==> src/rtl/pac_pkg.sv <==
// Shared ghost-mode types, screen limits and frame-count helpers.
package pac_pkg;

  typedef enum logic [1:0] {
    SCATTER = 2'd0,
    CHASE   = 2'd1,
    FRIGHT  = 2'd2,
    EATEN   = 2'd3
  } ghost_mode_t;

  localparam int unsigned SCREEN_MAX_X = 639;
  localparam int unsigned SCREEN_MAX_Y = 479;
  localparam int unsigned COORD_W      = 10;
  localparam int unsigned TIMER_W      = 11;

  typedef struct packed {
    logic [COORD_W-1:0] x;
    logic [COORD_W-1:0] y;
  } coord_t;

  // A zero duration would never expire, so it is promoted to one frame.
  function automatic logic [TIMER_W-1:0] frames_to_timer(input int unsigned frames);
    return (frames == 0) ? TIMER_W'(1) : TIMER_W'(frames);
  endfunction

endpackage

==> src/rtl/ghost_mode_ctrl_if.sv <==
// Game-side signals seen by the ghost mode controller.
interface ghost_mode_ctrl_if;
  import pac_pkg::*;

  logic [COORD_W-1:0] pacX;
  logic [COORD_W-1:0] pacY;
  logic [COORD_W-1:0] ghostX;
  logic [COORD_W-1:0] ghostY;
  logic               power_pellet;
  logic               collide;
  logic               game_stop;

  logic [COORD_W-1:0] targetX;
  logic [COORD_W-1:0] targetY;
  logic [1:0]         mode;
  logic               frightened;
  logic               ghost_eaten;
  logic               pac_killed;
  logic               stop;

  modport master (
    output pacX, pacY, ghostX, ghostY, power_pellet, collide, game_stop,
    input  targetX, targetY, mode, frightened, ghost_eaten, pac_killed, stop
  );

  modport slave (
    input  pacX, pacY, ghostX, ghostY, power_pellet, collide, game_stop,
    output targetX, targetY, mode, frightened, ghost_eaten, pac_killed, stop
  );

endinterface

==> src/rtl/frame_timer.sv <==
// Loadable, pausable frame down-counter that parks at 1 instead of underflowing.
module frame_timer #(
  parameter int unsigned         TIMER_W   = 11,
  parameter logic [TIMER_W-1:0]  RESET_VAL = TIMER_W'(1)
) (
  input  logic               clk,
  input  logic               rst,
  input  logic               load,
  input  logic [TIMER_W-1:0] load_val,
  input  logic               pause,
  output logic [TIMER_W-1:0] count,
  output logic               expire
);

  logic [TIMER_W-1:0] r_count;

  // Load wins over pause; counting stops at 1.
  always_ff @(posedge clk) begin
    if (rst) begin
      r_count <= RESET_VAL;
    end else if (load) begin
      r_count <= load_val;
    end else if (!pause && (r_count > TIMER_W'(1))) begin
      r_count <= r_count - TIMER_W'(1);
    end
  end

  assign count  = r_count;
  assign expire = (r_count == TIMER_W'(1));

endmodule

==> src/rtl/ghost_mode_ctrl.sv <==
// Ghost behaviour mode sequencer: scatter/chase schedule, fright, eaten return and kill latch.
module ghost_mode_ctrl
  import pac_pkg::*;
#(
  parameter int unsigned SCATTER_FRAMES = 420,
  parameter int unsigned CHASE_FRAMES   = 1200,
  parameter int unsigned FRIGHT_FRAMES  = 360,
  parameter int unsigned NUM_SWITCHES   = 7,
  parameter int unsigned CORNER_X       = 596,
  parameter int unsigned CORNER_Y       = 20,
  parameter int unsigned HOME_X         = 320,
  parameter int unsigned HOME_Y         = 236
) (
  input logic              frame_clk,
  input logic              Reset,
  ghost_mode_ctrl_if.slave bus
);

  localparam logic [TIMER_W-1:0] SCAT_T   = frames_to_timer(SCATTER_FRAMES);
  localparam logic [TIMER_W-1:0] CHASE_T  = frames_to_timer(CHASE_FRAMES);
  localparam logic [TIMER_W-1:0] FRIGHT_T = frames_to_timer(FRIGHT_FRAMES);
  localparam int unsigned        SW_W     = (NUM_SWITCHES < 1) ? 1 : $clog2(NUM_SWITCHES + 1);
  localparam logic [SW_W-1:0]    SW_MAX   = SW_W'(NUM_SWITCHES);

  ghost_mode_t        r_state, r_saved_mode, r_mode;
  logic [SW_W-1:0]    r_sw_cnt;
  logic [TIMER_W-1:0] r_saved_timer;
  logic               r_collide_q, r_stop;
  logic [COORD_W-1:0] r_target_x, r_target_y;
  logic               r_frightened, r_ghost_eaten, r_pac_killed;

  ghost_mode_t        w_next_state, w_timed_mode;
  logic [SW_W-1:0]    w_next_sw;
  logic [TIMER_W-1:0] w_count, w_load_val, w_timed_timer;
  logic               w_expire, w_load, w_pause, w_timed_switch;
  logic               w_save, w_ghost_eaten, w_pac_killed, w_set_stop;
  logic               w_collide_edge, w_at_home;
  coord_t             w_target;

  frame_timer #(
    .TIMER_W   (TIMER_W),
    .RESET_VAL (SCAT_T)
  ) u_timer (
    .clk      (frame_clk),
    .rst      (Reset),
    .load     (w_load),
    .load_val (w_load_val),
    .pause    (w_pause),
    .count    (w_count),
    .expire   (w_expire)
  );

  assign w_collide_edge = bus.collide & ~r_collide_q;
  assign w_at_home      = (bus.ghostX == COORD_W'(HOME_X)) && (bus.ghostY == COORD_W'(HOME_Y));

  // Where the scatter/chase schedule would go this frame; also the value saved on a pellet.
  always_comb begin
    w_timed_switch = 1'b0;
    w_timed_mode   = r_state;
    w_timed_timer  = w_count;
    if (w_expire) begin
      if (r_state == SCATTER) begin
        w_timed_switch = 1'b1;
        w_timed_mode   = CHASE;
        w_timed_timer  = CHASE_T;
      end else if ((r_state == CHASE) && (r_sw_cnt < SW_MAX)) begin
        w_timed_switch = 1'b1;
        w_timed_mode   = SCATTER;
        w_timed_timer  = SCAT_T;
      end
    end
  end

  // Mode transitions, timer control and event pulses.
  always_comb begin
    w_next_state  = r_state;
    w_next_sw     = r_sw_cnt;
    w_load        = 1'b0;
    w_load_val    = w_count;
    w_pause       = 1'b0;
    w_save        = 1'b0;
    w_ghost_eaten = 1'b0;
    w_pac_killed  = 1'b0;
    w_set_stop    = 1'b0;
    if (bus.game_stop) begin
      w_pause = 1'b1;
    end else begin
      case (r_state)
        SCATTER, CHASE: begin
          if (w_timed_switch && (r_sw_cnt != SW_MAX)) begin
            w_next_sw = r_sw_cnt + SW_W'(1);
          end
          if (bus.power_pellet) begin
            w_save = 1'b1;
            if (w_collide_edge) begin
              w_next_state  = EATEN;
              w_ghost_eaten = 1'b1;
              w_pause       = 1'b1;
            end else begin
              w_next_state = FRIGHT;
              w_load       = 1'b1;
              w_load_val   = FRIGHT_T;
            end
          end else begin
            if (w_collide_edge) begin
              w_pac_killed = 1'b1;
              w_set_stop   = 1'b1;
            end
            w_next_state = w_timed_mode;
            if (w_timed_switch) begin
              w_load     = 1'b1;
              w_load_val = w_timed_timer;
            end else if ((r_state == CHASE) && (r_sw_cnt == SW_MAX)) begin
              w_pause = 1'b1;
            end
          end
        end
        FRIGHT: begin
          if (w_collide_edge) begin
            w_next_state  = EATEN;
            w_ghost_eaten = 1'b1;
            w_pause       = 1'b1;
          end else if (bus.power_pellet) begin
            w_load     = 1'b1;
            w_load_val = FRIGHT_T;
          end else if (w_expire) begin
            w_next_state = r_saved_mode;
            w_load       = 1'b1;
            w_load_val   = r_saved_timer;
          end
        end
        EATEN: begin
          w_pause = 1'b1;
          if (w_at_home) begin
            w_next_state = r_saved_mode;
            w_load       = 1'b1;
            w_load_val   = r_saved_timer;
          end
        end
        default: ;
      endcase
    end
  end

  // Target for the mode the ghost is entering.
  always_comb begin
    w_target.x = COORD_W'(CORNER_X);
    w_target.y = COORD_W'(CORNER_Y);
    case (w_next_state)
      CHASE: begin
        w_target.x = bus.pacX;
        w_target.y = bus.pacY;
      end
      FRIGHT: begin
        w_target.x = COORD_W'(SCREEN_MAX_X) - bus.pacX;
        w_target.y = COORD_W'(SCREEN_MAX_Y) - bus.pacY;
      end
      EATEN: begin
        w_target.x = COORD_W'(HOME_X);
        w_target.y = COORD_W'(HOME_Y);
      end
      default: ;
    endcase
  end

  // State, saved pair, kill latch and registered outputs.
  always_ff @(posedge frame_clk) begin
    if (Reset) begin
      r_state       <= SCATTER;
      r_sw_cnt      <= '0;
      r_saved_mode  <= SCATTER;
      r_saved_timer <= SCAT_T;
      r_collide_q   <= 1'b0;
      r_stop        <= 1'b0;
      r_target_x    <= COORD_W'(CORNER_X);
      r_target_y    <= COORD_W'(CORNER_Y);
      r_mode        <= SCATTER;
      r_frightened  <= 1'b0;
      r_ghost_eaten <= 1'b0;
      r_pac_killed  <= 1'b0;
    end else begin
      r_collide_q <= bus.collide;
      r_state     <= w_next_state;
      r_sw_cnt    <= w_next_sw;
      if (w_save) begin
        r_saved_mode  <= w_timed_mode;
        r_saved_timer <= w_timed_timer;
      end
      if (w_set_stop) begin
        r_stop <= 1'b1;
      end
      r_target_x    <= w_target.x;
      r_target_y    <= w_target.y;
      r_mode        <= w_next_state;
      r_frightened  <= (w_next_state == FRIGHT);
      r_ghost_eaten <= w_ghost_eaten;
      r_pac_killed  <= w_pac_killed;
    end
  end

  assign bus.targetX     = r_target_x;
  assign bus.targetY     = r_target_y;
  assign bus.mode        = r_mode;
  assign bus.frightened  = r_frightened;
  assign bus.ghost_eaten = r_ghost_eaten;
  assign bus.pac_killed  = r_pac_killed;
  assign bus.stop        = r_stop | bus.game_stop;

endmodule

==> src/flat_wrapper.sv <==
// flat-port wrapper written by rule: the top's interface ports become plain ports
module ghost_mode_ctrl_flat import pac_pkg::*;
#(
  parameter int unsigned SCATTER_FRAMES = 420,
  parameter int unsigned CHASE_FRAMES   = 1200,
  parameter int unsigned FRIGHT_FRAMES  = 360,
  parameter int unsigned NUM_SWITCHES   = 7,
  parameter int unsigned CORNER_X       = 596,
  parameter int unsigned CORNER_Y       = 20,
  parameter int unsigned HOME_X         = 320,
  parameter int unsigned HOME_Y         = 236
)
  (frame_clk, Reset, bus_pacX, bus_pacY, bus_ghostX, bus_ghostY, bus_power_pellet, bus_collide, bus_game_stop, bus_targetX, bus_targetY, bus_mode, bus_frightened, bus_ghost_eaten, bus_pac_killed, bus_stop);
  ghost_mode_ctrl_if bus_i ();
  input logic frame_clk;
  input logic Reset;
  input wire logic [$bits(bus_i.pacX)-1:0] bus_pacX;
  input wire logic [$bits(bus_i.pacY)-1:0] bus_pacY;
  input wire logic [$bits(bus_i.ghostX)-1:0] bus_ghostX;
  input wire logic [$bits(bus_i.ghostY)-1:0] bus_ghostY;
  input wire logic [$bits(bus_i.power_pellet)-1:0] bus_power_pellet;
  input wire logic [$bits(bus_i.collide)-1:0] bus_collide;
  input wire logic [$bits(bus_i.game_stop)-1:0] bus_game_stop;
  output wire logic [$bits(bus_i.targetX)-1:0] bus_targetX;
  output wire logic [$bits(bus_i.targetY)-1:0] bus_targetY;
  output wire logic [$bits(bus_i.mode)-1:0] bus_mode;
  output wire logic [$bits(bus_i.frightened)-1:0] bus_frightened;
  output wire logic [$bits(bus_i.ghost_eaten)-1:0] bus_ghost_eaten;
  output wire logic [$bits(bus_i.pac_killed)-1:0] bus_pac_killed;
  output wire logic [$bits(bus_i.stop)-1:0] bus_stop;
  assign bus_i.pacX = bus_pacX;
  assign bus_i.pacY = bus_pacY;
  assign bus_i.ghostX = bus_ghostX;
  assign bus_i.ghostY = bus_ghostY;
  assign bus_i.power_pellet = bus_power_pellet;
  assign bus_i.collide = bus_collide;
  assign bus_i.game_stop = bus_game_stop;
  assign bus_targetX = bus_i.targetX;
  assign bus_targetY = bus_i.targetY;
  assign bus_mode = bus_i.mode;
  assign bus_frightened = bus_i.frightened;
  assign bus_ghost_eaten = bus_i.ghost_eaten;
  assign bus_pac_killed = bus_i.pac_killed;
  assign bus_stop = bus_i.stop;
  ghost_mode_ctrl #(.SCATTER_FRAMES(SCATTER_FRAMES), .CHASE_FRAMES(CHASE_FRAMES), .FRIGHT_FRAMES(FRIGHT_FRAMES), .NUM_SWITCHES(NUM_SWITCHES), .CORNER_X(CORNER_X), .CORNER_Y(CORNER_Y), .HOME_X(HOME_X), .HOME_Y(HOME_Y)) u_core (.frame_clk(frame_clk), .Reset(Reset), .bus(bus_i));
endmodule
==> config.mk <==
export PLATFORM = sky130hd
export DESIGN_NAME = ghost_mode_ctrl_flat
export DESIGN_NICKNAME = d
export VERILOG_FILES = /design/src/rtl/pac_pkg.sv /design/src/rtl/ghost_mode_ctrl_if.sv /design/src/rtl/frame_timer.sv /design/src/rtl/ghost_mode_ctrl.sv /design/src/flat_wrapper.sv
export SDC_FILE = /design/constraint.sdc
export NUM_CORES = 1
export LEC_CHECK = 0
export BUFFER_PORTS_ARGS = -buffer_cell sky130_fd_sc_hd__buf_2
export CORE_UTILIZATION = 48
export CTS_CLUSTER_DIAMETER = 150
export CTS_CLUSTER_SIZE = 25
export DETAILED_ROUTE_END_ITERATION = 8
export GPL_TIMING_DRIVEN = 1
export PLACE_DENSITY = 0.76
export RECOVER_POWER = 25
export SETUP_SLACK_MARGIN = 0.2
export SYNTH_ARGS = -nofsm -noshare
export SYNTH_HDL_FRONTEND = slang
export SYNTH_SLANG_ARGS = --single-unit
export TNS_END_PERCENT = 50
==> constraint.sdc <==
create_clock -name frame_clk -period 2.5 [get_ports frame_clk]
set_clock_uncertainty 0.15 [all_clocks]
set_input_delay 0.5 -clock frame_clk [delete_from_list [all_inputs] [get_ports frame_clk]]
set_output_delay 0.5 -clock frame_clk [all_outputs]
set_load 0.01 [all_outputs]
==> Word-level counts from Yosys, hierarchy flattened <==
Index checks and enable logic that the tools add are counted.
{ "op_classes": {"n_addsub": 4, "reduce_logical": 12, "n_eq_ne": 17, "order_cmp": 2, "bitwise_logic": 4, "n_mux": 52} }
{ "ops": {"columns": ["operator", "n"], "rows": [
  ["11-bit two-way mux", 13],
  ["20-bit one-hot mux with 3 select lines", 1],
  ["11-bit one-hot mux with 3 select lines", 1],
  ["1-bit two-way mux", 24],
  ["2-bit two-way mux", 9],
  ["11-bit by 1-bit equality test with 1-bit output (second input constant)", 1],
  ["11-bit by 1-bit greater-than comparator with 1-bit output (second input constant)", 1],
  ["11-bit by 1-bit subtractor with 11-bit output (second input constant)", 1],
  ["10-bit by 8-bit equality test with 1-bit output (second input constant)", 1],
  ["10-bit by 9-bit equality test with 1-bit output (second input constant)", 1],
  ["10-bit subtractor (first input constant)", 1],
  ["9-bit by 10-bit subtractor with 10-bit output (first input constant)", 1],
  ["2-bit equality test (second input constant)", 4],
  ["4-bit != test (second input constant)", 2],
  ["7-bit AND reduction", 1],
  ["3-bit != test (second input constant)", 2],
  ["1-bit one-hot mux with 3 select lines", 2],
  ["2-bit one-hot mux with 3 select lines", 1],
  ["1-bit logical AND", 5],
  ["2-bit by 1-bit equality test with 1-bit output (second input constant)", 2],
  ["4-bit by 3-bit != test with 1-bit output (second input constant)", 1],
  ["2-bit OR reduction", 2],
  ["3-bit by 1-bit adder with 3-bit output (second input constant)", 1],
  ["3-bit equality test (second input constant)", 1],
  ["11 further kinds", 12]
]} }
{ "word_totals": {"ff_bits": 54, "wordCells": 103, "output_inout_bits": 26, "inputBits": 45} }

==> Depth between registers and ports, before layout <==
Gate-level depths: netlist of the first run.
{ "depth": {"depth_word": 13, "ltp_mapped": 10, "ltp_nobuf": 8} }

==> Cells and area by module <==
From an unflattened synthesis of the first run, not the netlist that was laid out.
{ "hier_totals": {"hier_cells": 366, "area_unflattened_um2": 3116.7} }
{ "by_module_without_submodules": {"columns": ["mod", "cells_each", "instances", "area_each_um2"], "rows": [
  ["ghost_mode_ctrl", 278, 1, 2353.5],
  ["frame_timer", 88, 1, 763.2]
]} }

==> Worst setup path after synthesis of the first run <==
Ideal clock, no wire load.
{ "synth_timing": {"path_kind": "input port to flip-flop", "start": "input port bus_ghostY[0]", "end": "register u_core.r_target_y[9] (netlist: u_core.bus.targetY[9])", "n_path_buf": 0, "arrival_ps": 2380, "slack_ps": -104, "path_stages": 6, "setup_time_ps": 74, "cell_sequence": "nor4b_1 -> nand3_1 -> a2111o_1 -> a211o_4 -> or4_1 -> a31oi_1"} }
{ "synth_between": {"elab_chain_cells": 7, "elab_cells_between_ends": 9, "classes_between": "4 x eq/ne; 4 x mux; 1 x reduce/logical"} }
{ "synth_rtl": {"columns": ["item", "line_no", "text"], "rows": [
  ["start, declared", "flat_wrapper.sv:20", "input wire logic [$bits(bus_i.ghostY)-1:0] bus_ghostY;"],
  ["10-bit by 8-bit equality test with 1-bit output *", "ghost_mode_ctrl.sv:54", "assign w_at_home = (bus.ghostX == COORD_W'(HOME_X)) && (bus.ghostY == COORD_W'(HOME_Y));"],
  ["1-bit logical AND *", "ghost_mode_ctrl.sv:54", null],
  ["2-bit two-way mux *", "ghost_mode_ctrl.sv:134", "if (w_at_home) begin"],
  ["2-bit one-hot mux with 3 select lines *", "ghost_mode_ctrl.sv:88", "case (r_state)"],
  ["2-bit two-way mux *", "ghost_mode_ctrl.sv:85", "if (bus.game_stop) begin"],
  ["2-bit equality test or 2-bit by 1-bit equality test with 1-bit output (tied branches)", "ghost_mode_ctrl.sv:149", "case (w_next_state)"],
  ["20-bit one-hot mux with 3 select lines *", "ghost_mode_ctrl.sv:149", null],
  ["end signal, assigned", "ghost_mode_ctrl.sv:176", "r_target_y <= COORD_W'(CORNER_Y);"],
  ["end signal, assigned", "ghost_mode_ctrl.sv:193", "r_target_y <= w_target.y;"],
  ["end, declared", "ghost_mode_ctrl.sv:29", "logic [COORD_W-1:0] r_target_x, r_target_y;"]
]} }
Mark *: on every way between the ends. The rest lies on a longest branch, timed or not.
A chain may end at the register's enable or synchronous reset.

==> Worst setup path in the final report of the first run <==
{ "layout_timing": {"start": "input port bus_ghostY[0]", "end": "register u_core.r_target_x[3] (netlist: u_core.bus.targetX[3])"} }
{ "layout_between": {"elab_chain_cells": 7, "elab_cells_between_ends": 9, "classes_between": "4 x eq/ne; 4 x mux; 1 x reduce/logical"} }
{ "layout_rtl": {"columns": ["item", "line_no", "text"], "rows": [
  ["10-bit by 8-bit equality test with 1-bit output *", "ghost_mode_ctrl.sv:54", null],
  ["1-bit logical AND *", "ghost_mode_ctrl.sv:54", null],
  ["2-bit two-way mux *", "ghost_mode_ctrl.sv:134", null],
  ["2-bit one-hot mux with 3 select lines *", "ghost_mode_ctrl.sv:88", null],
  ["2-bit two-way mux *", "ghost_mode_ctrl.sv:85", null],
  ["2-bit equality test or 2-bit by 1-bit equality test with 1-bit output (tied branches)", "ghost_mode_ctrl.sv:149", null],
  ["20-bit one-hot mux with 3 select lines *", "ghost_mode_ctrl.sv:149", null],
  ["end signal, assigned", "ghost_mode_ctrl.sv:175", "r_target_x <= COORD_W'(CORNER_X);"],
  ["end signal, assigned", "ghost_mode_ctrl.sv:192", "r_target_x <= w_target.x;"],
  ["end, declared", "ghost_mode_ctrl.sv:29", null]
]} }
Marks and branches as above.

==> results of run 1 <==
==> power breakdown <==
| part | internal (mW) | switching (mW) |
|---|---|---|
| clock | 0.207 | 0.326 |
| combinational | 0.241 | 0.278 |
| sequential | 0.918 | 0.0415 |
| total | 1.37 | 0.646 |
==> layout make-up <==
class                           count  area [sq um]
Tap cell                           72          90.1
Timing Repair Buffer              109           677
Sequential cell                    54          1090
Multi-Input combinational cell    248          1780
Fill cell                         500          1840
Inverter                            9          33.8
Clock inverter                      3          26.3
Clock buffer                        5          68.8
==> worst max-delay path, stage by stage <==
cell and delay, ps:
buf_2 110, nor4b_4 290, nand3_2 130, a2111o_1 500, a211o_4 380, buf_12 140
or3_4 380, a21oi_2 120
==> repair_timing <==
action                                  in CTS  in global routing
endpoints found under the setup margin      31                 31
gates cloned                                 1                  0
gates resized for setup                     21                 20
pin swaps                                   16                 16
buffers inserted                             4                  1
==> kinds of logic after synthesis <==
kind of cell,synth area share
flip-flops,0.382
AND/OR/NAND/NOR,0.301
AO/OA/AOI/OAI,0.198
buffers and inverters,0.0579
XOR/XNOR,0.0247
multiplexers,0.0106
adder cells (fa/ha/maj),0.0265
==> worst max path at each step <==
| stage | start | endpoint | slack [ps] | cells after the start |
|---|---|---|---|---|
| floorplan | bus_ghostX[5] | u_core.bus.targetY[1] | -20 | 7 |
| global placement | bus_ghostY[0] | u_core.bus.targetY[9] | -170 | 7 |
| detailed placement | bus_ghostY[0] | u_core.bus.targetX[0] | -250 | 8 |
| CTS | u_core.u_timer.count[5] | u_core.bus.targetX[0] | 90 | 9 |
| global route | bus_ghostY[0] | u_core.bus.targetX[3] | 6 | 8 |
| finish | bus_ghostY[0] | u_core.bus.targetX[3] | 50 | 8 |
==> cell usage after synthesis, drive strengths merged (2+ instances only) <==
| master | number |
|---|---|
| nor4b | 2 |
| nor3b | 2 |
| a21oi | 22 |
| nor3 | 17 |
| nand2b | 4 |
| o22a | 2 |
| or3 | 9 |
| a31oi | 2 |
| and2 | 4 |
| a211oi | 7 |
| o221a | 2 |
| a32o | 2 |
| nor2b | 3 |
| a21o | 2 |
| o31ai | 2 |
| xnor2 | 5 |
| nand3 | 16 |
| ha | 6 |
| clkbuf | 13 |
| a211o | 2 |
| buf | 9 |
| a22oi | 3 |
| inv | 9 |
| o21ai | 19 |
| or4 | 5 |
| mux2i | 3 |
| nand2 | 28 |
| and3 | 6 |
| o22ai | 2 |
| nor4 | 10 |
| xor2 | 3 |
| a2111oi | 2 |
| nor2 | 26 |
| dfxtp | 54 |
| nand4 | 7 |
| or2 | 5 |
| o211ai | 4 |
==> sequential cells by signal, indices dropped and copies added, names as in the netlist <==
register                cells
u_core.bus.frightened       1
u_core.bus.ghost_eaten      1
u_core.bus.pac_killed       1
u_core.bus.targetX         10
u_core.bus.targetY         10
u_core.r_collide_q          1
u_core.r_saved_mode         2
u_core.r_saved_timer       11
u_core.r_state              2
u_core.r_stop               1
u_core.r_sw_cnt             3
u_core.u_timer.count       11
==> metal layers <==
metal	vias to the layer above	part of all wire	wire length, um	GRT usage
li1	1421	-	-	-
met5	-	0	0	0
met4	0	0.027	221	0.119
met1	1406	0.42	3410	0.353
met3	20	0.069	565	0.0402
met2	134	0.49	3990	0.450
==> per-stage QoR <==
| stage | hold WS, ps | utilization | std cells |
|---|---|---|---|
| 5_1_grt | 249 | 0.671 | 500 |
| 3_5_place_dp | 293 | 0.614 | 486 |
| 6_report | 244 | 0.671 | 500 |
| 3_3_place_gp | 279 | 0.614 | 486 |
| 2_1_floorplan | 269 | - | 333 |
| 4_1_cts | 245 | 0.657 | 499 |
==> results.cfg, run 1 <==
[floorplanning]
start_util = 0.505
die-area_sq_mm = 0.00621
io_pins = 71
die_h_um = 78.8
rows = 27
coreArea_sq_mm = 0.00561
die_width_um = 78.8

[synthesis]
ys_top_cells_by_area = dfxtp_1 38%, a21oi_1 3.9%, nand2_1 3.7%
yosys_most_used_dff = dfxtp_1
syn_area_per_cell_sq_um = 8.50
async_reset_ff_frac = 0
yosys.area.top_type_share = 0.382
synth_warnings = 0
synth-edff-count = 0
synthesis.area_sq_mm = 0.00283
ys_ff_latch = 54
yosysUniqueCellTypes = 66
synth_top_cell_by_area = dfxtp_1
netlist_instances = 333
synth_nets = 384
seq_area_frac_synth = 0.382

[routing]
viasPerCell = 5.96
drt-initial-drc-count = 241
drc = 0
drt_wl_total_um = 8190
routed-via-count = 2981
ant_nets = 0
wl_per_cell_um = 16.4
dr.pass1.iters = 4

[clock_tree]
cts_tree = yes
numCtsBuffers = 5
path_clk_slew_ps = 110
cts_buffer_depth = 2
ctsHoldBuffers = 0
clkSinkCount = 54
htreeDepth = 2
cts_root_buffer = clkbuf_8
insertion_delay_ps = 320

[cells_and_area]
layout_commonest_cell = buf_2
mostFrequentLayoutCells = 52 x buf_2, 48 x dfxtp_1, 36 x buf_4
drive_gt1_frac = 0.355
area_growth_pct = 32.9
fin_area_sq_mm = 0.00376
diodes = 0
final_nets = 478

[global_routing]
grt-ovfl-total = 0
grt_start_max_net_pins = 37
grt_pass1_wl_um = 13000
first_global_vias = 2774
antenna_found_initial = 0
track_usage = 0.273

[setup_path]
arrival_ps = 2560
endpoint_kind = flop
r2r_end = u_core.bus.targetX[3]
worst_ep_required_time_ps = 2610
critPathMaxFanout = 7
reg2reg_depth = 9
cp-start-kind = input pin
critical_path.reg2reg.startpoint = u_core.u_timer.count[5]
worst-r2r-setup-slack_ps = 70
crit_type = input pin to flop

[flow_run]
drv_cap = 0

[sta]
finalHoldViolCount = 0
max_freq_mhz = 408
timing.final.crit_share = 0.980
setup_slack_ps = 49.7
fin_crit_ps = 2450
maxSlewViolCount = 0
worst_pin_slew_ps = 734
rsz0062_at_grt = yes
slew_headroom = 0.505
setup_viol = 0
fin_tns_setup_ps = 0

[placement]
gp_congestion = 0.934
place_area_sq_mm = 0.00344
portBuffers = 70
dp_hpwl_um = 5490
pre_cts_ws_ps = -251

[power]
powerDensity_mw_per_mm2 = 535
power.total_mw = 2.01
irDropWorstVdd_mv = 0.286
p_leak_nw = 1.52

[min_path]
hold_depth = 2
min_to = u_core.bus.targetY[4]
min_path_type = input pin to flop
min_from = bus_pacY[4]

[outcome]
status = complete, no violations
Power figures use the tool's default switching activity.
==> run 2: changes to the inputs <==
CORE_UTILIZATION = 55   (was 48)
GPL_TIMING_DRIVEN = 0   (was 1)
PLACE_DENSITY = 0.82   (was 0.76)
clock period = 2.95 ns   (was 2.5 ns; I/O delays follow)
==> run 2 against run 1 <==
Effect of this change: register-to-register slack better by 170 ps; non-clock buffer count down 17; total power fell by 16%; via count shrank 3.6%; sequential power fell by 16%; clock-buffer cell count grew 1; first-iteration DRC count is 19% higher; flip-flop and latch count unchanged; critical path depth up 2.
==> results.cfg, run 2 (synthesis gave the netlist of run 1 again) <==
[clock_tree]
numCtsBuffers = 5
path_clk_slew_ps = 100
htreeDepth = 2
cts_tree = yes
ctsHoldBuffers = 0
insertion_delay_ps = 310
cts_root_buffer = clkbuf_8
cts_buffer_depth = 2
clkSinkCount = 54

[floorplanning]
die-area_sq_mm = 0.00544
die_width_um = 73.8
io_pins = 71
start_util = 0.584
coreArea_sq_mm = 0.00485
die_h_um = 73.8
rows = 25

[routing]
routed-via-count = 2873
viasPerCell = 6.01
ant_nets = 0
drt-initial-drc-count = 286
drc = 0
drt_wl_total_um = 7660
dr.pass1.iters = 5
wl_per_cell_um = 16.0

[sta]
maxSlewViolCount = 0
worst_pin_slew_ps = 784
rsz0062_at_grt = yes
max_freq_mhz = 369
slew_headroom = 0.476
whs_ps = 305
finalHoldViolCount = 0
timing.final.crit_share = 0.920
fin_tns_setup_ps = 0
setup_viol = 0
fin_crit_ps = 2710

[placement]
dp_hpwl_um = 5540
portBuffers = 69
post-place-cells = 469
place_area_sq_mm = 0.00326
gp_congestion = 0.970

[cells_and_area]
mostFrequentLayoutCells = 54 x dfxtp_1, 52 x buf_2, 30 x clkbuf_1
area_growth_pct = 20.2
final_nets = 461
drive_gt1_frac = 0.234
instances_no_fill = 478
layout_commonest_cell = dfxtp_1
fin_area_sq_mm = 0.00340
diodes = 0
n_fill_cell = 402

[min_path]
min_path_type = flop to flop

[setup_path]
cp-start-kind = flop
path_cells = buf_6 -> or4_1 -> clkbuf_2 -> nor4_1 -> o221a_2 -> a211o_4 -> buf_4 -> buf_4 -> nand2_1 -> a21oi_1
cp_top_family = simple AND/OR/NAND/NOR gates
arrival_ps = 2800
worst_ep_required_time_ps = 3040
crit_path_frequent_cell = buf_4
critPathMaxFanout = 10
endpoint_kind = flop
crit_type = flop to flop
slowest_stage = or4_1
slowest_delay_ps = 500
cp_num_buf_inv = 4

[global_routing]
grt_pass1_wl_um = 12000
track_usage = 0.291
grt_start_max_net_pins = 18
first_global_vias = 2569
grt-ovfl-total = 0
antenna_found_initial = 0

[power]
p_leak_nw = 1.34
powerDensity_mw_per_mm2 = 499
irDropWorstVdd_mv = 0.359

[flow_run]
drv_cap = 0

[outcome]
status = complete, no violations
[run 2: cell type report]
cell class                      instances  area, sq um  area share
Buffer                                 22          125      0.0368
Clock buffer                            6         82.6      0.0243
Clock inverter                          2         38.8      0.0114
Inverter                                9         33.8     0.00993
Multi-Input combinational cell        248         1630       0.478
Sequential cell                        54         1080       0.318
Tap cell                               67         83.8      0.0246
Timing Repair Buffer                   70          330      0.0971
[run 2: report_power, final]
group          internal, mW  switching (mW)
combinational         0.146           0.215
clock                 0.279           0.251
sequential            0.776          0.0312
total                  1.20           0.497
[run 2: worst paths after layout]
kind	startpoint	end	slack (ps)	depth (start not counted)
setup / recovery	u_core.u_timer.count[2]	u_core.bus.targetX[8]	240	10
hold / removal	u_core.r_stop	u_core.r_stop	310	1
setup reg to reg	u_core.u_timer.count[2]	u_core.bus.targetX[8]	240	10
hold reg to reg	u_core.r_stop	u_core.r_stop	310	1
[run 2: what timing repair did]
| action | CTS | global route |
|---|---|---|
| endpoints found under the setup margin | 5 | 28 |
| resized for setup | 2 | 10 |
| setup buffers | 1 | 0 |
| pin swaps | 2 | 1 |
[run 2: per-layer routing]
| metal | vias up | part of all wire | GRT usage |
|---|---|---|---|
| met5 | - | 0 | 0 |
| met4 | 0 | 0.022 | 0.109 |
| met3 | 17 | 0.081 | 0.0617 |
| met2 | 136 | 0.45 | 0.454 |
| met1 | 1339 | 0.44 | 0.394 |
| li1 | 1381 | - | - |
[run 2: through the flow]
stage          setup WS [ps]  total power, mW  utilization
2_1_floorplan            256             1.05            -
3_3_place_gp            -122             1.17        0.673
3_5_place_dp            -183             1.18        0.673
4_1_cts                  153             1.70        0.700
5_1_grt                  140             1.77        0.702
6_report                 237             1.70        0.702
